## config.mk

```make
export PLATFORM = sky130hd
export DESIGN_NAME = i_fill_ctrl
export DESIGN_NICKNAME = d
export VERILOG_FILES = /design/src/rtl/i_fill_ctrl.sv
export SDC_FILE = /design/constraint.sdc
export NUM_CORES = 1
export LEC_CHECK = 0
export BUFFER_PORTS_ARGS = -buffer_cell sky130_fd_sc_hd__buf_2
export CORE_AREA = 2 2 242 244
export DETAILED_ROUTE_END_ITERATION = 6
export DIE_AREA = 0 0 244 246
export GPL_TIMING_DRIVEN = 0
export PLACE_DENSITY = 0.72
export SYNTH_ARGS = -nofsm -noshare
export SYNTH_HDL_FRONTEND = slang
export SYNTH_SLANG_ARGS = --single-unit
```

## constraint.sdc

```tcl
create_clock -name clk -period 6.1 [get_ports clk]
set_input_delay 0.305 -clock clk [delete_from_list [all_inputs] [get_ports clk]]
set_output_delay 0.305 -clock clk [all_outputs]
set_load 0.005 [all_outputs]
```

## src/rtl/i_fill_ctrl.sv

```systemverilog
// i_fill_ctrl: instruction-cache miss fill engine.
// On a miss it waits a programmable delay. It then reads the 16-word block
// from word-wide backing memory, one word per cycle, and assembles it on WM.
// A one-cycle READY pulse marks the end of each completed fill.
module i_fill_ctrl #(
    parameter int LATENCY = 20
) (
    input  logic         clk,
    input  logic         rst,
    input  logic [31:0]  A,
    input  logic         cache_hit,
    output logic [31:0]  mem_addr,
    input  logic [31:0]  mem_rdata,
    output logic [511:0] WM,
    output logic         READY,
    output logic         busy
);

    // WAIT lasts cnt_init+1 cycles, so that READY lands LATENCY edges after capture
    localparam logic [7:0] CNT_INIT = 8'(LATENCY - 17);

    typedef enum logic [1:0] {
        IDLE,
        WAIT,
        BURST,
        DONE
    } state_t;

    state_t      state;
    logic [31:0] base;
    logic [7:0]  cnt;
    logic [3:0]  k;
    logic [3:0]  k_next;
    logic        redirect;

    assign k_next   = k + 4'd1;
    assign redirect = (A[31:6] != base[31:6]);

    // Fill sequencer: miss capture, delay countdown, word burst and completion pulse
    always_ff @(posedge clk) begin
        if (rst) begin
            state    <= IDLE;
            base     <= 32'd0;
            cnt      <= 8'd0;
            k        <= 4'd0;
            mem_addr <= 32'd0;
            WM       <= '0;
            READY    <= 1'b0;
            busy     <= 1'b0;
        end else begin
            case (state)
                IDLE: begin
                    if (!cache_hit) begin
                        base     <= A & ~32'h0000_003F;
                        mem_addr <= A & ~32'h0000_003F;
                        cnt      <= CNT_INIT;
                        state    <= WAIT;
                        busy     <= 1'b1;
                    end
                end
                WAIT: begin
                    if (redirect) begin
                        state <= IDLE;
                        busy  <= 1'b0;
                    end else if (cnt == 8'd0) begin
                        state    <= BURST;
                        k        <= 4'd0;
                        mem_addr <= base;
                    end else begin
                        cnt <= cnt - 8'd1;
                    end
                end
                BURST: begin
                    if (redirect) begin
                        state    <= IDLE;
                        busy     <= 1'b0;
                        mem_addr <= base;
                    end else begin
                        WM[{k, 5'b00000} +: 32] <= mem_rdata;
                        k <= k_next;
                        if (k == 4'd15) begin
                            state    <= DONE;
                            READY    <= 1'b1;
                            mem_addr <= base;
                        end else begin
                            mem_addr <= {base[31:6], k_next, 2'b00};
                        end
                    end
                end
                DONE: begin
                    READY <= 1'b0;
                    busy  <= 1'b0;
                    state <= IDLE;
                end
                default: begin
                    state <= IDLE;
                    READY <= 1'b0;
                    busy  <= 1'b0;
                end
            endcase
        end
    end

endmodule
```

==> flow_summary.ini, run 1 <==
[worst_setup_path]
required_ns = 6.63
reg2reg_from = k[0]
max_stage_delay_ns = 1.08
cpLargestDelayFamily = simple AND/OR/NAND/NOR gates
crit_fanout = 11
cp_common_cell = clkbuf_1
critPathLaunch = k[0]
worst-setup-path-type = reg2reg
crit_chain = inv_1, ha_1, nor3_1, nor2b_1, clkbuf_1, clkbuf_1, nand2_1, o21ai_0
end_kind = flip-flop
cp_slowest_cell = nor3_1
startpoint_type = flip-flop
critPathArrivalTime_ns = 4.07
worst-path-buf-inv = 3

[run_status]
violations = capacitance limit, slew limit
status = finished, violations left

[sta]
slew_headroom = -0.0630
fin_crit_sh = 0.581
maxSlewViolCount = 11
final-hold-violation-count = 0
rsz0062_at_grt = no
worst_pin_slew_ns = 1.59
fmax_mhz = 282
fin_crit_ns = 3.54
finalSetupViolations = 0
fin_skew_ns = 0.0212
tns_ns = 0

[cts]
clock_sinks = 584
cts_setup_buffers = 0
clock_path_buffers = 3
cts_tree = yes
clock_latency_ns = 0.61
cts-resized-gates = 0
htreeDepth = 2
clk_pin_slew_ns = 0.06
numCtsBuffers = 60
cts.hold.buffers_added = 47
root_buffer = clkbuf_16

[placement]
globalplace.congestion = 0.953
io_buffers = 603
dp_hpwl_um = 66300
dp_cells = 3825

[synth]
synth_edf_count = 0
synth.area.top_cells = dfxtp_1 (52%), mux2i_1 (9.9%), nand2_1 (6.0%), nand3_1 (5.4%), o21ai_0 (4.2%)
synthSimpleGateAreaFrac = 0.191
synth_top_family_by_area = simple AND/OR/NAND/NOR gates
synthDistinctLibCells = 61
syn_inst = 2456
synth_area_per_cell_um2 = 9.07
synth_common_cells = dfxtp_1 (584), nand2_1 (354), nand3_1 (239)
synth_top_area_cell = dfxtp_1
ys_seq_elements = 584
post_synth_xor_area_fraction = 0.0121
yosysMostFrequentCell = dfxtp_1
yosys_warnings = 0
yosysTopAreaCellShare = 0.525
ys_seq_area_frac = 0.525
syn_area_mm2 = 0.0223
synthArstFlopShare = 0
ys.flop_type = dfxtp_1
muxShareOfSynthArea = 0.0993
synth-adder-area-share = 0.00674
synth_compound_area_frac = 0.111

[layout]
register_area_mm2 = 0.0117
fin_nets = 3248
nFillCells = 5497
finalNonFillerCells = 3985
drive_gt1_frac = 0.255
multiInputGateArea_mm2 = 0.00938
syn_to_final_growth_pct = 28.8

[power]
irDropWorstVdd_mv = 0.217
power.density_mw_per_mm2 = 286
power.leakage_nw = 12.1

[floorplanning]
dieArea_mm2 = 0.0600
die_w_um = 244
core_mm2 = 0.0574
fp-row-count = 88
io_pins = 613
initial_core_util = 0.388
die_h_um = 246

[grt]
antenna_found_initial = 4
overflow = 0
track_usage = 0.292
grt_pass1_vias = 20100
grt_pass1_wl_um = 131000
grt_max_degree = 16

[hold_path]
hp-class = in2reg
min-delay-start = mem_rdata[30]

[drt]
wl_met1_um = 36700
wl_um = 91700
vias = 21300
met3_length_um = 7330
post-route-drc-count = 0
antenna_left = 0
viasPerCell = 5.35
routedWlPerCell_um = 23.0
routed-wl-met2_um = 43000
drt_iter0_markers = 1654
drtPass1Iterations = 5
top_layer = met4

[job]
maxCapViolCount = 1
path summary, 6_finish.rpt:
check	endpoint	slack (ns)	cells past startpoint
max reg2reg	WM[503]	2.56	8
min	WM[254]	0.05	3
min reg2reg	WM[468]	0.45	2
max	WM[503]	2.56	8
layer usage:
metal  track usage  up-vias
met5             0        -
met4         0.140        0
met3        0.0680      232
met2         0.486     1018
met1         0.355    10300
li1              -     9802
final cells by class:
class	count	share of cell area
Timing Repair Buffer	650	0.122
Tap cell	765	0.0334
Buffer	230	0.0375
Inverter	35	0.00458
Clock buffer	91	0.0602
Sequential cell	584	0.408
Antenna cell	1	0.0000872
Multi-Input combinational cell	1608	0.327
Clock inverter	21	0.00820
state kept, by name, summed over array words and instances (netlist names):
signal / cells
cnt: 8
state: 2
READY: 1
k: 4
busy: 1
base: 26
mem_addr: 30
WM: 512
through the flow:
| stage | utilization | worst slack (ns) | hold WS, ns | cell area, um2 | total power [mW] |
|---|---|---|---|---|---|
| final | 0.500 | 2.56 | 0.0542 | 28700 | 8.21 |
| after global routing | 0.500 | 2.28 | 0.0423 | 28700 | 8.43 |
| after CTS | 0.500 | 2.50 | 0.00288 | 28700 | 8.21 |
| after detailed placement | 0.458 | 2.52 | 0.441 | 26300 | 4.55 |
| after global placement | 0.458 | 2.53 | 0.435 | 26300 | 4.54 |
| after floorplan | - | 3.76 | 0.434 | 22300 | 4.29 |
power breakdown:
| group | switching [mW] | internal, mW | leakage, nW |
|---|---|---|---|
| logic | 0.427 | 0.182 | 6.42 |
| registers | 0.0298 | 3.86 | 4.71 |
| clock network | 1.59 | 2.12 | 0.959 |
| total | 2.04 | 6.16 | 12.1 |
cell families (layout without fill, tap and decap cells):
kind of cell / after synthesis / in the layout
multiplexers: 221 / 221
adder cells (fa/ha/maj): 12 / 12
buffers and inverters: 265 / 1027
AO/OA/AOI/OAI: 415 / 415
flip-flops: 584 / 584
AND/OR/NAND/NOR: 928 / 928
other: 1 / 3
XOR/XNOR: 30 / 30
worst reg2reg max path: stages, from the launching register on:
cell      delay, ns
dfxtp_1        0.56
inv_1          0.14
ha_1           0.43
nor3_1         1.08
nor2b_1        0.23
clkbuf_1       0.26
clkbuf_1       0.47
nand2_1        0.13
o21ai_0        0.18
placed cells by master, fill, tap and decap left out, types with 26 or more instances in the layout:
| cell | count |
|---|---|
| buf_2 | 624 |
| dfxtp_1 | 584 |
| nand2_1 | 354 |
| nand3_1 | 239 |
| nor2_1 | 237 |
| mux2i_1 | 221 |
| o21ai_0 | 189 |
| clkbuf_1 | 178 |
| a21oi_1 | 95 |
| clkbuf_16 | 60 |
| dlygate4sd3_1 | 47 |
| inv_1 | 35 |
| o21ai_2 | 32 |
| o31ai_1 | 29 |
| nand3_2 | 28 |
| xor2_1 | 27 |
| o32ai_1 | 26 |
Note: power is estimated with default switching activity, not from simulation.
==> inputs of run 2 (changes only) <==
CORE_AREA = 2 2 236 238   (was 2 2 242 244)
DIE_AREA = 0 0 238 240   (was 0 0 244 246)
PLACE_DENSITY = 0.75   (was 0.72)
clock period = 3.48 ns   (was 6.1 ns; I/O delays follow)
==> flow_summary.ini, run 2 (synthesized netlist as in run 1, its figures left out) <==
[run_status]
status = finished clean

[layout]
nFillCells = 5083
final_common_cell = buf_2
antenna_cells = 0
largest_register_ff_count = 512
fin_area_mm2 = 0.0288
largest-register = WM
syn_to_final_growth_pct = 29.4
drive_gt1_frac = 0.257
reg_top3 = WM (512), mem_addr (30), base (26)
mostFrequentLayoutCells = buf_2 (624), dfxtp_1 (584), nand2_1 (354), nand3_1 (239), nor2_1 (237)
fin_nets = 3260

[placement]
io_buffers = 603
globalplace.congestion = 0.960
dpl_cell_area_mm2 = 0.0262
dp_hpwl_um = 65400

[drt]
top_layer = met5
viasPerCell = 5.44
routedWlPerCell_um = 23.2
drtPass1Iterations = 6
met3_length_um = 8300
wl_um = 91100
routed-wl-met2_um = 42000
vias = 21400
antenna_left = 0
wl_met1_um = 35700
drt_iter0_markers = 1821
post-route-drc-count = 0

[sta]
fin_crit_ns = 3.26
rsz0062_at_grt = yes
worst_pin_slew_ns = 1.43
maxSlewViolCount = 0
final-hold-violation-count = 0
fmax_mhz = 307
finalSetupViolations = 0
fin_crit_sh = 0.936
fin_skew_ns = 0.0244
slew_headroom = 0.0462

[worst_setup_path]
rr_endpoint = WM[454]
required_ns = 4.01
startpoint_type = flip-flop
crit_fanout = 11
critPathLaunch = k[0]
worst-setup-path-type = reg2reg
r2r_slack_ns = 0.22
reg2reg_from = k[0]
end_kind = flip-flop
critPathArrivalTime_ns = 3.79
reg2regPathDepth = 9

[hold_path]
hp-class = in2reg
worst_hold_path.num_cells = 5
min_to = base[7]
min-delay-start = cache_hit

[power]
intPower_mw = 11.0
power.leakage_nw = 12.2
p_sw_mw = 3.56
pwr-share-seq = 0.470
total_power_mw = 14.5
irDropWorstVdd_mv = 0.350
power.density_mw_per_mm2 = 504
p_clk_frac = 0.457
comb_power_share = 0.073
sw_frac_of_total = 0.245

[floorplanning]
initial_core_util = 0.407
dieArea_mm2 = 0.0571
core_mm2 = 0.0547
fp-row-count = 86
io_pins = 613
die_w_um = 238
die_h_um = 240

[cts]
clk_pin_slew_ns = 0.07
htreeDepth = 2
root_buffer = clkbuf_16
cts_tree = yes
clock_sinks = 584
clock_latency_ns = 0.62
numCtsBuffers = 60
clock_path_buffers = 3

[grt]
overflow = 0
grt_max_degree = 16
track_usage = 0.304
grt_pass1_vias = 20000
antenna_found_initial = 2
grt_pass1_wl_um = 130000

[job]
maxCapViolCount = 0
[run 2: cell count changes in the layout (fill, tap and decap cells not counted), sizes merged]
cell	delta
bufinv	+1
clkbuf	-8
clkinv	+3
dlygate4sd3	+11
clkinvlp	-1
buf	+3
diode	-1
[run 2: power by group through the flow]
stage | Combinational (mW) | Clock, mW | Sequential (mW)
2_1_floorplan | 0.565 | 0 | 6.96
6_report | 1.06 | 6.63 | 6.82
3_3_place_gp | 0.984 | 0 | 6.96
5_1_grt | 1.14 | 6.95 | 6.82
4_1_cts | 1.05 | 6.67 | 6.82
3_5_place_dp | 0.993 | 0 | 6.96
[run 2: worst max-delay path, stage by stage, from the launching register on]
cell and delay (ns):
dfxtp_1 0.56, inv_1 0.15, ha_1 0.29, nor2b_1 0.17
a21oi_1 0.47, nor3_1 0.13, nand4_1 0.46, clkbuf_1 0.67
nand2_1 0.12, a21oi_1 0.15
[run 2: cell type report]
cell class | instances | area, um2 | area share
sequential | 584 | 11700 | 0.406
multi-input combinational | 1608 | 9390 | 0.326
timing repair buffer | 663 | 3610 | 0.125
clock buffer | 85 | 1750 | 0.0606
buffer | 229 | 1070 | 0.0371
tap | 704 | 881 | 0.0306
clock inverter | 24 | 285 | 0.00990
inverter | 35 | 131 | 0.00456
[run 2: worst max path at each step]
stage,cells past startpoint,end
3_3_place_gp,8,WM[252]
2_1_floorplan,9,WM[386]
3_5_place_dp,8,WM[506]
4_1_cts,10,WM[2]
5_1_grt,8,WM[508]
6_report,9,WM[454]
[run 2: metrics by stage]
| step | util | cells | worst slack (ns) | setup TNS (ns) | hold slack [ns] |
|---|---|---|---|---|---|
| 2_1_floorplan | - | 2457 | 1.14 | 0 | 0.310 |
| 3_3_place_gp | 0.479 | 3764 | -0.184 | -6.29 | 0.435 |
| 3_5_place_dp | 0.479 | 3764 | -0.161 | -4.66 | 0.443 |
| 4_1_cts | 0.527 | 3931 | 0.0114 | 0 | 0.107 |
| 5_1_grt | 0.527 | 3932 | -0.0156 | -0.0156 | 0.147 |
| 6_report | 0.527 | 3932 | 0.224 | 0 | 0.159 |
[run 2: layer usage]
| layer | global-route usage | vias to the layer above |
|---|---|---|
| met4 | 0.162 | 2 |
| met1 | 0.373 | 10200 |
| met3 | 0.0736 | 237 |
| met2 | 0.496 | 1148 |
| met5 | 0 | - |
| li1 | - | 9829 |
[run 2: what timing repair did]
action	4_1_cts	5_1_grt
endpoints found under the hold margin	176	0
cloned	0	0
hold buffers	58	0
setup buffers	0	2
gates resized for setup	2	1
endpoints found under the setup margin	69	38
pin swaps	0	1
==> inputs of run 3 (changes only) <==
CORE_AREA = 2 2 242 244   (was 2 2 236 238)
DIE_AREA = 0 0 244 246   (was 0 0 238 240)
PLACE_DENSITY = 0.72   (was 0.75)
clock period = 4 ns   (was 3.48 ns; I/O delays follow)
==> flow_summary.ini, run 3 (synthesized netlist as in run 1, its figures left out) <==
[sta]
whs_ns = 0.162
fin_crit_ns = 3.61
setup_slack_ns = 0.392
fin_crit_sh = 0.902
worst_pin_slew_ns = 1.59
slew_headroom = -0.0607
tns_ns = 0
final-hold-violation-count = 0
fin_skew_ns = 0.0215
fmax_mhz = 277
maxSlewViolCount = 11
finalSetupViolations = 0
rsz0062_at_grt = no

[floorplanning]
die_w_um = 244
dieArea_mm2 = 0.0600
initial_core_util = 0.388
core_mm2 = 0.0574
fp-row-count = 88
io_pins = 613
die_h_um = 246

[power]
power.density_mw_per_mm2 = 435
pwr-share-seq = 0.474
comb_power_share = 0.075
intPower_mw = 9.41
p_sw_mw = 3.11
p_clk_frac = 0.452
irDropWorstVdd_mv = 0.330
power.leakage_nw = 12.1
sw_frac_of_total = 0.249
total_power_mw = 12.5

[worst_setup_path]
crit_fanout = 11
reg2regPathDepth = 8
worst-setup-path-type = reg2reg
end_kind = flip-flop
startpoint_type = flip-flop
required_ns = 4.51
critPathArrivalTime_ns = 4.12

[cts]
numCtsBuffers = 60
cts_tree = yes
clock_path_buffers = 3
htreeDepth = 2
cts_setup_buffers = 0
root_buffer = clkbuf_16
clk_pin_slew_ns = 0.06
clock_sinks = 584
clock_latency_ns = 0.62

[run_status]
violations = capacitance limit, slew limit
status = finished, violations left

[hold_path]
worst_hold_path.num_cells = 5
hp-class = in2reg

[placement]
io_buffers = 603
place_ws_ns = 0.422
dp_cells = 3825
globalplace.congestion = 0.953
dp_hpwl_um = 66300

[drt]
vias = 21200
viasPerCell = 5.31
wl_um = 91900
post-route-drc-count = 0
drt_iter0_markers = 1660
antenna_left = 0
drtPass1Iterations = 6
routedWlPerCell_um = 23.0

[grt]
grt_pass1_wl_um = 131000
grt_max_degree = 16
track_usage = 0.292
overflow = 0
antenna_found_initial = 4
grt_pass1_vias = 20100

[layout]
mostFrequentLayoutCells = buf_2 (624), dfxtp_1 (584), nand2_1 (354), nand3_1 (239), nor2_1 (237)
final_common_cell = buf_2
syn_to_final_growth_pct = 29.3
largest-register = WM
fin_nets = 3259
finalNonFillerCells = 3997
nFillCells = 5481
largest_register_ff_count = 512
reg_top3 = WM (512), mem_addr (30), base (26)
drive_gt1_frac = 0.254

[job]
maxCapViolCount = 1
run 3: changes by cell type in the layout (fill, tap and decap cells not counted), moves of 2 or more:
cell,change
clkbuf_1,+11
clkinv_4,-2
diode_2,+2
inv_6,+2
clkbuf_8,-4
buf_4,-2
inv_8,-2
run 3: area by class of cell:
type | count | area [um2] | share of cell area
Antenna cell | 2 | 5.00 | 0.000174
Tap cell | 765 | 957 | 0.0332
Multi-Input combinational cell | 1608 | 9380 | 0.326
Timing Repair Buffer | 661 | 3600 | 0.125
Inverter | 35 | 131 | 0.00456
Clock inverter | 21 | 235 | 0.00817
Sequential cell | 584 | 11700 | 0.406
Buffer | 230 | 1070 | 0.0373
Clock buffer | 91 | 1730 | 0.0600
run 3: per-stage QoR:
step           utilization  instance area, um2
5_1_grt              0.502               28800
4_1_cts              0.502               28800
3_5_place_dp         0.458               26300
2_1_floorplan            -               22300
6_report             0.502               28800
3_3_place_gp         0.458               26300
run 3: metal layers:
metal  vias to the layer above  global-route usage  wire length [um]
li1                       9824                   -                 -
met2                       999               0.487             43200
met3                       214              0.0685              7600
met4                         0               0.141              4410
met5                         -                   0                 0
met1                     10200               0.355             36700
run 3: path summary, 6_finish.rpt:
check	from	endpoint	slack [ns]
setup / recovery	k[0]	WM[482]	0.39
setup reg to reg	k[0]	WM[482]	0.39
hold reg to reg	WM[463]	WM[463]	0.45
hold / removal	cache_hit	base[10]	0.16
run 3: critical path: stages, from the launching register on:
cell	delay (ns)
dfxtp_1	0.56
inv_1	0.13
ha_1	0.43
nor3_1	1.14
nor2b_1	0.23
clkbuf_1	0.26
clkbuf_1	0.42
nand2_1	0.16
o21ai_0	0.19
run 3: power by group through the flow:
stage / combinational [mW] / sequential, mW / clock (mW)
after CTS: 0.926 / 5.93 / 5.67
after detailed placement: 0.873 / 6.06 / 0
final: 0.936 / 5.93 / 5.66
after global routing: 1.00 / 5.94 / 5.92
after floorplan: 0.491 / 6.06 / 0
after global placement: 0.869 / 6.06 / 0
run 3: what timing repair did:
item | 4_1_cts | 5_1_grt
hold buffers | 58 | 0
hold endpoints to repair | 170 | 0
gates resized for setup | 0 | 0
